### config.mk
export PLATFORM = sky130hd
export DESIGN_NAME = stepper_phase_monitor
export DESIGN_NICKNAME = d
export VERILOG_FILES = /design/src/rtl/stepper_pkg.sv /design/src/rtl/phase_sync_hold.sv /design/src/rtl/stepper_phase_monitor.sv
export SDC_FILE = /design/constraint.sdc
export NUM_CORES = 1
export LEC_CHECK = 0
export ABC_CLOCK_PERIOD_IN_PS = 4710
export CORE_UTILIZATION = 60
export CTS_BUF_LIST = sky130_fd_sc_hd__clkbuf_8 sky130_fd_sc_hd__clkbuf_16
export DETAILED_ROUTE_END_ITERATION = 12
export DONT_BUFFER_PORTS = 1
export PLACE_DENSITY_LB_ADDON = 0.08
export SYNTH_ARGS = -nofsm -noshare
export SYNTH_HDL_FRONTEND = slang
export SYNTH_SLANG_ARGS = --single-unit
### constraint.sdc
create_clock -name clk -period 4.71 [get_ports clk]
set_input_delay 0.7065 -clock clk [delete_from_list [all_inputs] [get_ports clk]]
set_output_delay 0.7065 -clock clk [all_outputs]
set_load 0.02 [all_outputs]
### src/rtl/stepper_pkg.sv
// Shared definitions for the stepper coil interface: full-step coil patterns,
// monitor FSM encoding and the pattern classifier used by the phase monitor.
package stepper_pkg;

  localparam logic [3:0] PHASE_0   = 4'b0011;
  localparam logic [3:0] PHASE_1   = 4'b0110;
  localparam logic [3:0] PHASE_2   = 4'b1100;
  localparam logic [3:0] PHASE_3   = 4'b1001;
  localparam logic [3:0] PHASE_OFF = 4'b0000;

  typedef enum logic [1:0] {
    UNLOCK = 2'd0,
    TRACK  = 2'd1,
    FAULT  = 2'd2
  } mon_state_t;

  typedef enum logic [1:0] {
    PAT_OFF     = 2'd0,
    PAT_VALID   = 2'd1,
    PAT_ILLEGAL = 2'd2
  } pat_kind_t;

  typedef struct packed {
    pat_kind_t  kind;
    logic [1:0] idx;
  } pat_info_t;

  // Maps a coil pattern to its position in the forward full-step sequence.
  function automatic pat_info_t decode_pattern(input logic [3:0] pat);
    pat_info_t info;
    info.kind = PAT_VALID;
    info.idx  = 2'd0;
    case (pat)
      PHASE_0:   info.idx  = 2'd0;
      PHASE_1:   info.idx  = 2'd1;
      PHASE_2:   info.idx  = 2'd2;
      PHASE_3:   info.idx  = 2'd3;
      PHASE_OFF: info.kind = PAT_OFF;
      default:   info.kind = PAT_ILLEGAL;
    endcase
    return info;
  endfunction

endpackage

### src/rtl/phase_sync_hold.sv
// Resynchronizes the asynchronous coil bus and accepts a pattern once it has
// been stable for MIN_HOLD cycles and differs from the last accepted one.
module phase_sync_hold
  import stepper_pkg::*;
#(
  parameter int MIN_HOLD = 2
) (
  input  logic       clk,
  input  logic       rst,
  input  logic [3:0] phase_in,
  output logic [3:0] pattern,
  output logic       accept_strobe
);

  localparam int                HOLD_W   = $clog2(MIN_HOLD + 1);
  localparam logic [HOLD_W-1:0] HOLD_MAX = HOLD_W'(MIN_HOLD);

  logic [3:0]        sync_1;
  logic [3:0]        sync_2;
  logic [HOLD_W-1:0] run_len;
  logic              accept;

  // run_len counts the cycles sync_2 has held its current value, saturating.
  assign accept = (run_len == HOLD_MAX) && (sync_2 != pattern);

  // NOTE: sequential state uses non-blocking assignments so every flop samples
  // pre-edge values; blocking here would collapse the two synchronizer stages.
  always_ff @(posedge clk) begin
    if (!rst) begin
      sync_1        <= PHASE_OFF;
      sync_2        <= PHASE_OFF;
      run_len       <= '0;
      pattern       <= PHASE_OFF;
      accept_strobe <= 1'b0;
    end else begin
      sync_1 <= phase_in;
      sync_2 <= sync_1;
      if (sync_1 != sync_2) begin
        run_len <= HOLD_W'(1);
      end else if (run_len != HOLD_MAX) begin
        run_len <= run_len + 1'b1;
      end
      accept_strobe <= accept;
      if (accept) begin
        pattern <= sync_2;
      end
    end
  end

endmodule

### src/rtl/stepper_phase_monitor.sv
// Reader end of a stepper coil bus: decodes steps, direction and a saturating
// absolute position, flags skipped/illegal patterns and tracks motion activity.
module stepper_phase_monitor
  import stepper_pkg::*;
#(
  parameter int POS_W    = 16,
  parameter int MIN_HOLD = 2,
  parameter int IDLE_CYC = 1_000_000
) (
  input  logic                    clk,
  input  logic                    rst,
  input  logic [3:0]              phase_in,
  input  logic                    home,
  input  logic                    clr_fault,
  output logic signed [POS_W-1:0] position,
  output logic                    step_pulse,
  output logic                    dir,
  output logic                    moving,
  output logic                    locked,
  output logic                    err_skip,
  output logic                    err_ill,
  output logic                    sat
);

  localparam logic signed [POS_W-1:0] POS_MAX  = {1'b0, {(POS_W-1){1'b1}}};
  localparam logic signed [POS_W-1:0] POS_MIN  = {1'b1, {(POS_W-1){1'b0}}};
  localparam int                      IDLE_W   = $clog2(IDLE_CYC + 1);
  localparam logic [IDLE_W-1:0]       IDLE_MAX = IDLE_W'(IDLE_CYC);

  mon_state_t        state;
  mon_state_t        state_next;
  logic [3:0]        acc_pattern;
  logic              acc_strobe;
  pat_info_t         acc_info;
  logic [1:0]        ref_idx;
  logic [1:0]        delta;
  logic              step_fwd;
  logic              step_rev;
  logic              skip_evt;
  logic              ill_evt;
  logic              ref_load;
  logic [IDLE_W-1:0] idle_cnt;
  logic              armed;

  phase_sync_hold #(
    .MIN_HOLD(MIN_HOLD)
  ) u_sync (
    .clk          (clk),
    .rst          (rst),
    .phase_in     (phase_in),
    .pattern      (acc_pattern),
    .accept_strobe(acc_strobe)
  );

  // Modulo-4 distance from the reference index: 1 forward, 3 reverse, 2 skip.
  assign acc_info = decode_pattern(acc_pattern);
  assign delta    = acc_info.idx - ref_idx;

  always_ff @(posedge clk) begin
    if (!rst) begin
      state <= UNLOCK;
    end else begin
      state <= state_next;
    end
  end

  always_comb begin
    state_next = state;
    case (state)
      UNLOCK: if (acc_strobe && acc_info.kind == PAT_VALID) state_next = TRACK;
      TRACK: begin
        if (acc_strobe && (acc_info.kind == PAT_ILLEGAL ||
                           (acc_info.kind == PAT_VALID && delta == 2'd2))) begin
          state_next = FAULT;
        end
      end
      FAULT:   if (clr_fault) state_next = UNLOCK;
      default: state_next = UNLOCK;
    endcase
  end

  // NOTE: every signal gets a default before the case so no path leaves one
  // unassigned, which would otherwise infer a latch.
  always_comb begin
    locked   = 1'b0;
    step_fwd = 1'b0;
    step_rev = 1'b0;
    skip_evt = 1'b0;
    ill_evt  = 1'b0;
    ref_load = 1'b0;
    case (state)
      UNLOCK: begin
        if (acc_strobe && acc_info.kind == PAT_ILLEGAL) ill_evt  = 1'b1;
        if (acc_strobe && acc_info.kind == PAT_VALID)   ref_load = 1'b1;
      end
      TRACK: begin
        locked = 1'b1;
        if (acc_strobe && acc_info.kind == PAT_ILLEGAL) ill_evt = 1'b1;
        if (acc_strobe && acc_info.kind == PAT_VALID) begin
          step_fwd = (delta == 2'd1);
          step_rev = (delta == 2'd3);
          skip_evt = (delta == 2'd2);
          ref_load = (delta != 2'd0);
        end
      end
      default: ;
    endcase
  end

  always_ff @(posedge clk) begin
    if (!rst) begin
      ref_idx    <= 2'd0;
      position   <= '0;
      step_pulse <= 1'b0;
      dir        <= 1'b0;
      err_skip   <= 1'b0;
      err_ill    <= 1'b0;
      sat        <= 1'b0;
      idle_cnt   <= '0;
      armed      <= 1'b0;
    end else begin
      step_pulse <= step_fwd | step_rev;
      if (ref_load) ref_idx <= acc_info.idx;
      if (step_fwd) begin
        dir <= 1'b1;
      end else if (step_rev) begin
        dir <= 1'b0;
      end
      if (skip_evt) err_skip <= 1'b1;
      if (ill_evt)  err_ill  <= 1'b1;
      if ((step_fwd && position == POS_MAX) || (step_rev && position == POS_MIN)) begin
        sat <= 1'b1;
      end
      // Home wins over any step decoded in the same cycle.
      if (home) begin
        position <= '0;
      end else if (step_fwd && position != POS_MAX) begin
        position <= position + 1'b1;
      end else if (step_rev && position != POS_MIN) begin
        position <= position - 1'b1;
      end
      if (step_fwd || step_rev) begin
        idle_cnt <= '0;
        armed    <= 1'b1;
      end else if (idle_cnt != IDLE_MAX) begin
        idle_cnt <= idle_cnt + 1'b1;
      end
    end
  end

  // armed keeps moving low until the first step after reset.
  assign moving = armed && (idle_cnt < IDLE_MAX);

endmodule
=== Word level (Yosys, flattened, before mapping) ===
Index checks and enable logic that the tools add are counted.

* Register bits after elaboration: 61
* Bits of input ports: 8
* Output and inout bits: 23
* Logic and storage cells: 96

* Add/sub/neg operators: 5
* $lt $le $gt $ge: 1
* Equal/unequal tests: 23
* Mux-type cells: 24
* Bitwise logic cells: 2
* Reduce and logical (&&, ||, !) cells: 25

{| class="wikitable"
|+ Operators by type and width
! cell !! number
|-
| $eq 16x16->1 const B || 2
|-
| $mux 16 || 2
|-
| $ne 16x16->1 const B || 2
|-
| $add 20x1->20 const B || 1
|-
| $lt 20x20->1 const B || 1
|-
| $ne 20x20->1 const B || 1
|-
| $add 16x1->16 const B || 1
|-
| $sub 16x1->16 const B || 1
|-
| $mux 1 || 15
|-
| $pmux 2 s3 || 2
|-
| $eq 2x2->1 const B || 5
|-
| $logic_and 1x1->1 || 10
|-
| $eq 4x4->1 const B || 2
|-
| $ne 2x2->1 const B || 4
|-
| $ne 4x4->1 || 2
|-
| $reduce_bool 2->1 || 4
|-
| $reduce_or 2->1 || 4
|-
| $eq 2x1->1 const B || 3
|-
| $mux 2 || 3
|-
| $eq 4x2->1 const B || 1
|-
| $eq 4x3->1 const B || 1
|-
| $logic_not 4->1 || 1
|-
| $pmux 2 s2 || 1
|-
| $reduce_or 4->1 || 1
|-
| other kinds (8) || 10
|}

=== Longest topological paths before layout ===
* Depth in word-level cells: 10
* Mapped depth: 18
* Depth with buffers taken out: 15

=== By module ===
A second synthesis with hierarchy kept.

* Cell total of the unflattened synthesis: 368
* Area, all modules: 3283.1 µm²

{| class="wikitable"
|+ Modules (own cells, without submodules)
! module !! times used !! cells each !! area each (µm²) !! sequential area each (µm²)
|-
| stepper_phase_monitor || 1 || 317 || 2716.4 || 920.9
|-
| phase_sync_hold || 1 || 51 || 566.8 || 300.3
|}

=== Worst setup path before layout ===
OpenSTA, ideal clock, no wires.

* Kind: flip-flop to flip-flop
* From: reg u_sync.pattern[3]
* To: reg position[15]
* Library setup time: 0.072 ns
* Arrival: 4.049 ns
* Data required time: 4.638 ns
* Path slack: 0.589 ns
* Stages on the path, launching flop included: 18
* Path buffers: 2
* Period minus slack after synthesis: 4.121 ns
* Cell sequence: dfxtp_1 buf_2 nand2_1 nor3_1 a31oi_1 ha_1 nand2b_1 or4b_1 buf_2 a211oi_2 inv_1 ha_1 and3_1 a211oi_1 o221ai_1 o221a_1 a21oi_1 mux2i_1

* Cells in the longest elaborated chain, start to end: 9
* Elaborated cells between the ends (all ways): 21
* Classes of those cells: add/sub: 1; eq/ne: 7; mux: 7; reduce/logical: 6

{| class="wikitable"
|+ RTL lines
! what !! RTL line !! RTL
|-
| start, declared || phase_sync_hold.sv:11 || <nowiki>output logic [3:0] pattern,</nowiki>
|-
| start signal, assigned || phase_sync_hold.sv:45 || <nowiki>pattern <= sync_2;</nowiki>
|-
| parallel branches: the longest is 9 deep, another holds $sub 2x2->2 || n/a ||
|-
| end signal, assigned || stepper_phase_monitor.sv:138 || <nowiki>position <= position + 1'b1;</nowiki>
|-
| end signal, assigned || stepper_phase_monitor.sv:140 || <nowiki>position <= position - 1'b1;</nowiki>
|-
| end, declared || stepper_phase_monitor.sv:15 || <nowiki>output logic signed [POS_W-1:0] position,</nowiki>
|}

Several ways; the timed one is not identified.
A chain may end at the register's enable or synchronous reset.

=== Worst setup path in the final report ===
* From: reg u_sync.pattern[0]
* To: reg position[15]

Same word-level chain as after synthesis.

==> PnR_summary.wiki <==
{| class="wikitable"
! Metric !! Value
|-
| Count of endpoints failing hold in the final timing report || 0
|-
| Clock latency of the later-clocked register in the worst-skew pair || 0.34 ns
|-
| Result of the run || finished clean
|-
| H-tree lvl count || 3
|-
| Pre-CTS setup slack || 0.388 ns
|-
| Vias post-DR || 2762
|-
| Layout filler cell count || between 400 and 500
|-
| Fmax || 227 MHz
|-
| Count of buffers inserted at the top-level ports || 0
|-
| Final Routed Wirelength || around 6800 um
|-
| Initial detailed-routing violation count || 117
|-
| Number of cells produced by synthesis || 401
|-
| Max_cap viols || 0
|-
| Via-to-Cell Ratio || 5.81
|-
| Type of the worst setup path || reg2reg
|-
| Final critical-path setup slack || 0.301 ns
|-
| Total negative slack || 0 ns
|-
| Async set-reset flop share out of synthesis || 0
|-
| Core region area || 0.00547 mm^2
|-
| Final core utilization || 0.657
|-
| Slew headroom || 0.518
|-
| Terminus of the critical flop-to-flop path || position[15]
|-
| Power per unit of standard cell area || 280 mW/mm^2
|-
| Synthesized net count || between 400 and 500
|-
| Gr ovfl total || 0
|-
| Number of register bits inferred by synthesis || between 60 and 70
|-
| Horizontal extent of the die || 77.2 um
|-
| Beginning of the worst register-to-register path || u_sync.pattern[0]
|-
| First-pass GRT wire length || 11600 um
|-
| Number of inserted diodes || 0
|-
| Post-route insts no fill || approximately 480
|-
| Layout Area Growth over Synthesis || 6.05%
|-
| First-pass iteration count of the detailed router || 4
|-
| Clock transition at the registers of the reported paths || 0.07 ns
|-
| Multi-input logic area || 0.00202 mm^2
|-
| Critical path startpoint category || flop
|-
| Number of max-slew violations in the final report || 0
|-
| Hold EP || armed
|-
| Worst EP required || 4.98 ns
|-
| Share of the clock period used by the worst path || 0.936
|-
| Cts repair resizes || 0
|-
| Register-to-register path setup slack || 0.30 ns
|-
| Setup repair after global routing missed its margin || false
|-
| Number of cell instances on the worst register-to-register path || 16
|-
| Leading cell types in the layout, fill and taps excluded || dfxtp_1 (61), nor2_1 (51), a21oi_1 (28), nand2_1 (25), xnor2_1 (22)
|-
| Number of hold buffers added after CTS || 0
|-
| Synth Cell Area || between 0.003 and 0.004 mm^2
|-
| Die outline area || 0.00596 mm^2
|-
| Initial antenna violation count || 0
|-
| Number of global-route vias before repair || 2544
|-
| Post-DP HPWL || 4840 um
|-
| Die extent in y || 77.2 um
|-
| Hold Crit Depth || 2
|-
| VDD IR max || between 0.1 and 0.15 mV
|-
| Sequential-to-total area share from yosys stat || 0.360
|-
| Element type at the critical path end || flop
|-
| Count of cell types in the netlist || between 50 and 60
|-
| RePlAce Congestion || 0.903
|-
| Number of placed instances with taps included || 459
|-
| Final Power || just over 1000 uW
|-
| Layout Skew || 0.00739 ns
|-
| Clk buf depth || 2
|-
| Min-delay worst type || reg2reg
|-
| I/O pins || 31
|-
| Highest fanout seen on the critical path || 14
|-
| Buffer cell driving the clock tree root || clkbuf_8
|-
| Number of sinks driven by the clock tree || 61
|-
| Worst slew pin tran || slightly above 0.7 ns
|-
| Number of nets still failing antenna checks after routing || 0
|-
| Post-CTS setup buffers || 0
|-
| CP arrival || around 4.7 ns
|-
| Initial standard-cell utilization of the core || 0.620
|-
| Residual DRC || 0
|-
| GRT Total Usage || 0.245
|-
| Leak Pwr || 0.00141 uW
|-
| Most common cell after layout, fill and taps aside || dfxtp_1
|-
| Clock tree from TritonCTS || done
|-
| Avg Synthesized Cell Area || 8.46 um^2
|-
| Warnings from Yosys || 0
|-
| Count of flip-flops with a built-in enable after synthesis || 0
|-
| Most common flop cell mapped by yosys || dfxtp_1
|-
| Number of buffers inserted during clock tree synthesis || 9
|-
| Area occupied by registers || 0.00122 mm^2
|-
| Number of placement rows || 27
|-
| Pin count of the biggest net entering global routing || 21
|-
| Source of the worst hold timing path || armed
|-
| Layout cell share with drive strength beyond 1 || 0.0645
|-
| Wirelength per Cell || 14.2 um
|-
| Number of setup violations in the final report || 0
|-
| Net count of the finished layout || 425
|-
| Min cycle time layout || approximately 4.4 ns
|}
## cells by family (layout without fill, tap and decap cells)
logic type / count (synthesis) / after routing / share of synthesized area
AO/OA/AOI/OAI: 74 / 74 / 0.137
buffers and inverters: 31 / 33 / 0.0432
flip-flops: 61 / 61 / 0.360
XOR/XNOR: 40 / 40 / 0.106
adder cells (fa/ha/maj): 19 / 19 / 0.0723
multiplexers: 14 / 14 / 0.0413
AND/OR/NAND/NOR: 162 / 162 / 0.241
## state kept, by name (all words and copies together), names as in the netlist, 2 cells and up
name,cells
idle_cnt,20
position,16
u_sync.pattern,4
u_sync.sync_1,4
u_sync.sync_2,4
ref_idx,2
state,2
u_sync.run_len,2
## routing by layer
metal / global-route usage / part of all wire / vias to the layer above
li1: - / - / 1403
met1: 0.313 / 0.49 / 1296
met2: 0.382 / 0.45 / 58
met3: 0.0726 / 0.053 / 5
met4: 0.0981 / 0.0089 / 0
met5: 0 / 0 / -
## how the worst max path moves through the flow
stage / startpoint / to / slack (ns) / cells after the start
after global placement: u_sync.pattern[0] / position[15] / 0.48 / 16
final: u_sync.pattern[0] / position[15] / 0.30 / 16
after CTS: u_sync.pattern[0] / position[15] / 0.32 / 16
after detailed placement: u_sync.pattern[0] / position[15] / 0.39 / 16
after global routing: u_sync.pattern[0] / position[15] / 0.003 / 16
after floorplan: u_sync.pattern[3] / position[15] / 0.59 / 17
## layout make-up
cell class | count | share of cell area
well taps | 72 | 0.0251
flip-flops and latches | 61 | 0.340
inverters | 15 | 0.0157
multi-input cells | 309 | 0.563
repair buffers | 2 | 0.00418
clock inverters | 7 | 0.0184
clock buffers | 9 | 0.0344
## cell usage after synthesis (8+ instances only)
library cell / n / area, um^2
inv_1: 15 / 56.3
dfxtp_1: 61 / 1220
nand2_1: 25 / 93.8
nor3_1: 10 / 50.1
xor2_1: 17 / 149
and2_1: 9 / 56.3
clkbuf_1: 8 / 30.0
nor4_1: 9 / 56.3
nor2_1: 51 / 191
mux2i_1: 14 / 140
xnor2_1: 22 / 193
nand3_1: 18 / 90.1
ha_1: 18 / 225
a21oi_1: 28 / 140
o21ai_0: 10 / 50.1
## report_power, final
part / internal [uW] / total (uW) / switching [uW]
clock network: 241 / 451 / 210
logic: 10.4 / 26.1 / 15.7
registers: 522 / 529 / 6.40
## worst max-delay path, stage by stage (launching register included)
cell,delay [ns]
dfxtp_1,0.47
nand2_1,0.09
nor3_1,0.13
a31oi_1,0.08
ha_1,0.36
nand2b_1,0.15
or4b_1,0.52
a211oi_2,0.27
inv_1,0.32
ha_1,0.44
and3_1,0.19
a211oi_1,0.23
buf_4,0.17
o221ai_1,0.22
o221a_1,0.33
a21oi_1,0.15
mux2i_1,0.19
## stage by stage
stage | instance area (um^2) | hold WS, ns
final | 3600 | 0.458
after global routing | 3600 | 0.474
after CTS | 3600 | 0.467
after detailed placement | 3410 | 0.455
after global placement | 3410 | 0.446
after floorplan | 3390 | 0.432
Note: power is estimated with default switching activity, not from simulation.
==> patch: new RTL, config.mk and constraints unchanged <==
Add an input register stage for `phase_in`, `home` and `clr_fault`, without a reset; this delays them by one clock.
--- a/src/rtl/stepper_phase_monitor.sv
+++ b/src/rtl/stepper_phase_monitor.sv
@@ -29,2 +29,12 @@
 
+  logic [3:0] phase_q;
+  logic home_q;
+  logic clr_fault_q;
+
+  always_ff @(posedge clk) begin
+    phase_q     <= phase_in;
+    home_q      <= home;
+    clr_fault_q <= clr_fault;
+  end
+
   mon_state_t        state;
@@ -49,3 +59,3 @@
     .rst          (rst),
-    .phase_in     (phase_in),
+    .phase_in     (phase_q),
     .pattern      (acc_pattern),
@@ -76,3 +86,3 @@
       end
-      FAULT:   if (clr_fault) state_next = UNLOCK;
+      FAULT:   if (clr_fault_q) state_next = UNLOCK;
       default: state_next = UNLOCK;
@@ -134,3 +144,3 @@
       // Home wins over any step decoded in the same cycle.
-      if (home) begin
+      if (home_q) begin
         position <= '0;
Function: changed (a bounded check fails within 10 cycles, from zero or initial values and one cycle with rst low).
==> patch against the unedited design <==
Worst setup slack gained 0.18 ns; routed wire length hardly changed; largest cell class unchanged; hold slack lost 0.072 ns; cell area up 4.1%; combinational power shrank 8.0%; global-route usage is 0.41 points lower; area after synthesis rose by 3.4%; clock power rose by 11%; sequential power up 10%; power increased by 9.9%; critical path depth down 1; first-iteration DRC count up 10%; sequential cell count grew 6.
==> patch: results <==
group,metric,value,unit
yosys,synth.avg_cell_area,8.94,um^2
layout,num-fill-cells,476,
routing,drtIter0Drc,129,
placed_design,dp.cells,450,
worst_setup_path,crit_family,"simple AND/OR/NAND/NOR gates",
routing,vias_per_cell,5.89,
routing,wire_per_inst,14.5,um
timing,relSlewSlack,0.522,
min_path,min_path_cells,0,
global_route,met1_usage,0.301,
layout,layout.nets,416,
yosys,synthMuxAreaShare,0.0464,
global_route,grtUsageMet3,0.0802,
worst_setup_path,cp_max_fo,16,
global_route,grt_max_degree,29,
yosys,synthTopCellsByArea,"dfxtp_1 (38%), ha_1 (6.4%), xnor2_1 (5.0%), nor2_1 (4.6%), xor2_1 (4.5%)",
min_path,hold_class,"input pin to register",
power_and_ir_drop,total_power,1110,uW
yosys,synthAdderAreaFrac,0.0700,
routing,wl_met1,3200,um
routing,dr_wl_met3,355,um
outcome,status,"completed",
power_and_ir_drop,switching_share,0.221,
layout,drive_gt1_frac,0.0584,
power_and_ir_drop,p_clk_frac,0.452,
placed_design,dpl.hpwl,4800,um
worst_setup_path,rr_worst_depth,15,
worst_setup_path,crit_path_max_incr_delay,0.70,ns
placed_design,placed_area,0.00353,mm^2
worst_setup_path,r2r_setup_slack,0.48,ns
min_path,min_from,"clr_fault",
routing,wl_met2,3130,um
power_and_ir_drop,p_leak,0.00149,uW
yosys,seq_area_frac_synth,0.383,
min_path,worstHoldEndpoint,"clr_fault_q",
timing,whs,0.387,ns
layout,fin_cells,466,
patch: worst max path at each step:
| stage | from | endpoint | slack [ns] |
|---|---|---|---|
| 3_5_place_dp | u_sync.pattern[0] | position[12] | 0.50 |
| 2_1_floorplan | u_sync.pattern[3] | position[12] | 0.96 |
| 6_report | u_sync.pattern[0] | position[12] | 0.48 |
| 3_3_place_gp | u_sync.pattern[0] | position[12] | 0.65 |
| 4_1_cts | u_sync.pattern[0] | position[12] | 0.47 |
| 5_1_grt | u_sync.pattern[1] | position[14] | 0.23 |
patch: cell type report:
type	count	share of cell area
clock buffers	11	0.0404
clock inverters	5	0.0157
inverters	9	0.00902
multi-input cells	300	0.548
flip-flops and latches	67	0.358
well taps	72	0.0241
repair buffers	2	0.00401
patch: cell families after synthesis:
kind of cell,after synthesis
xor gates and xnor gates,40
buffers and inverters,25
adders and majority gates,19
muxes,15
AOI/OAI and AO/OA,66
and+or+nand+nor,160
DFF,67
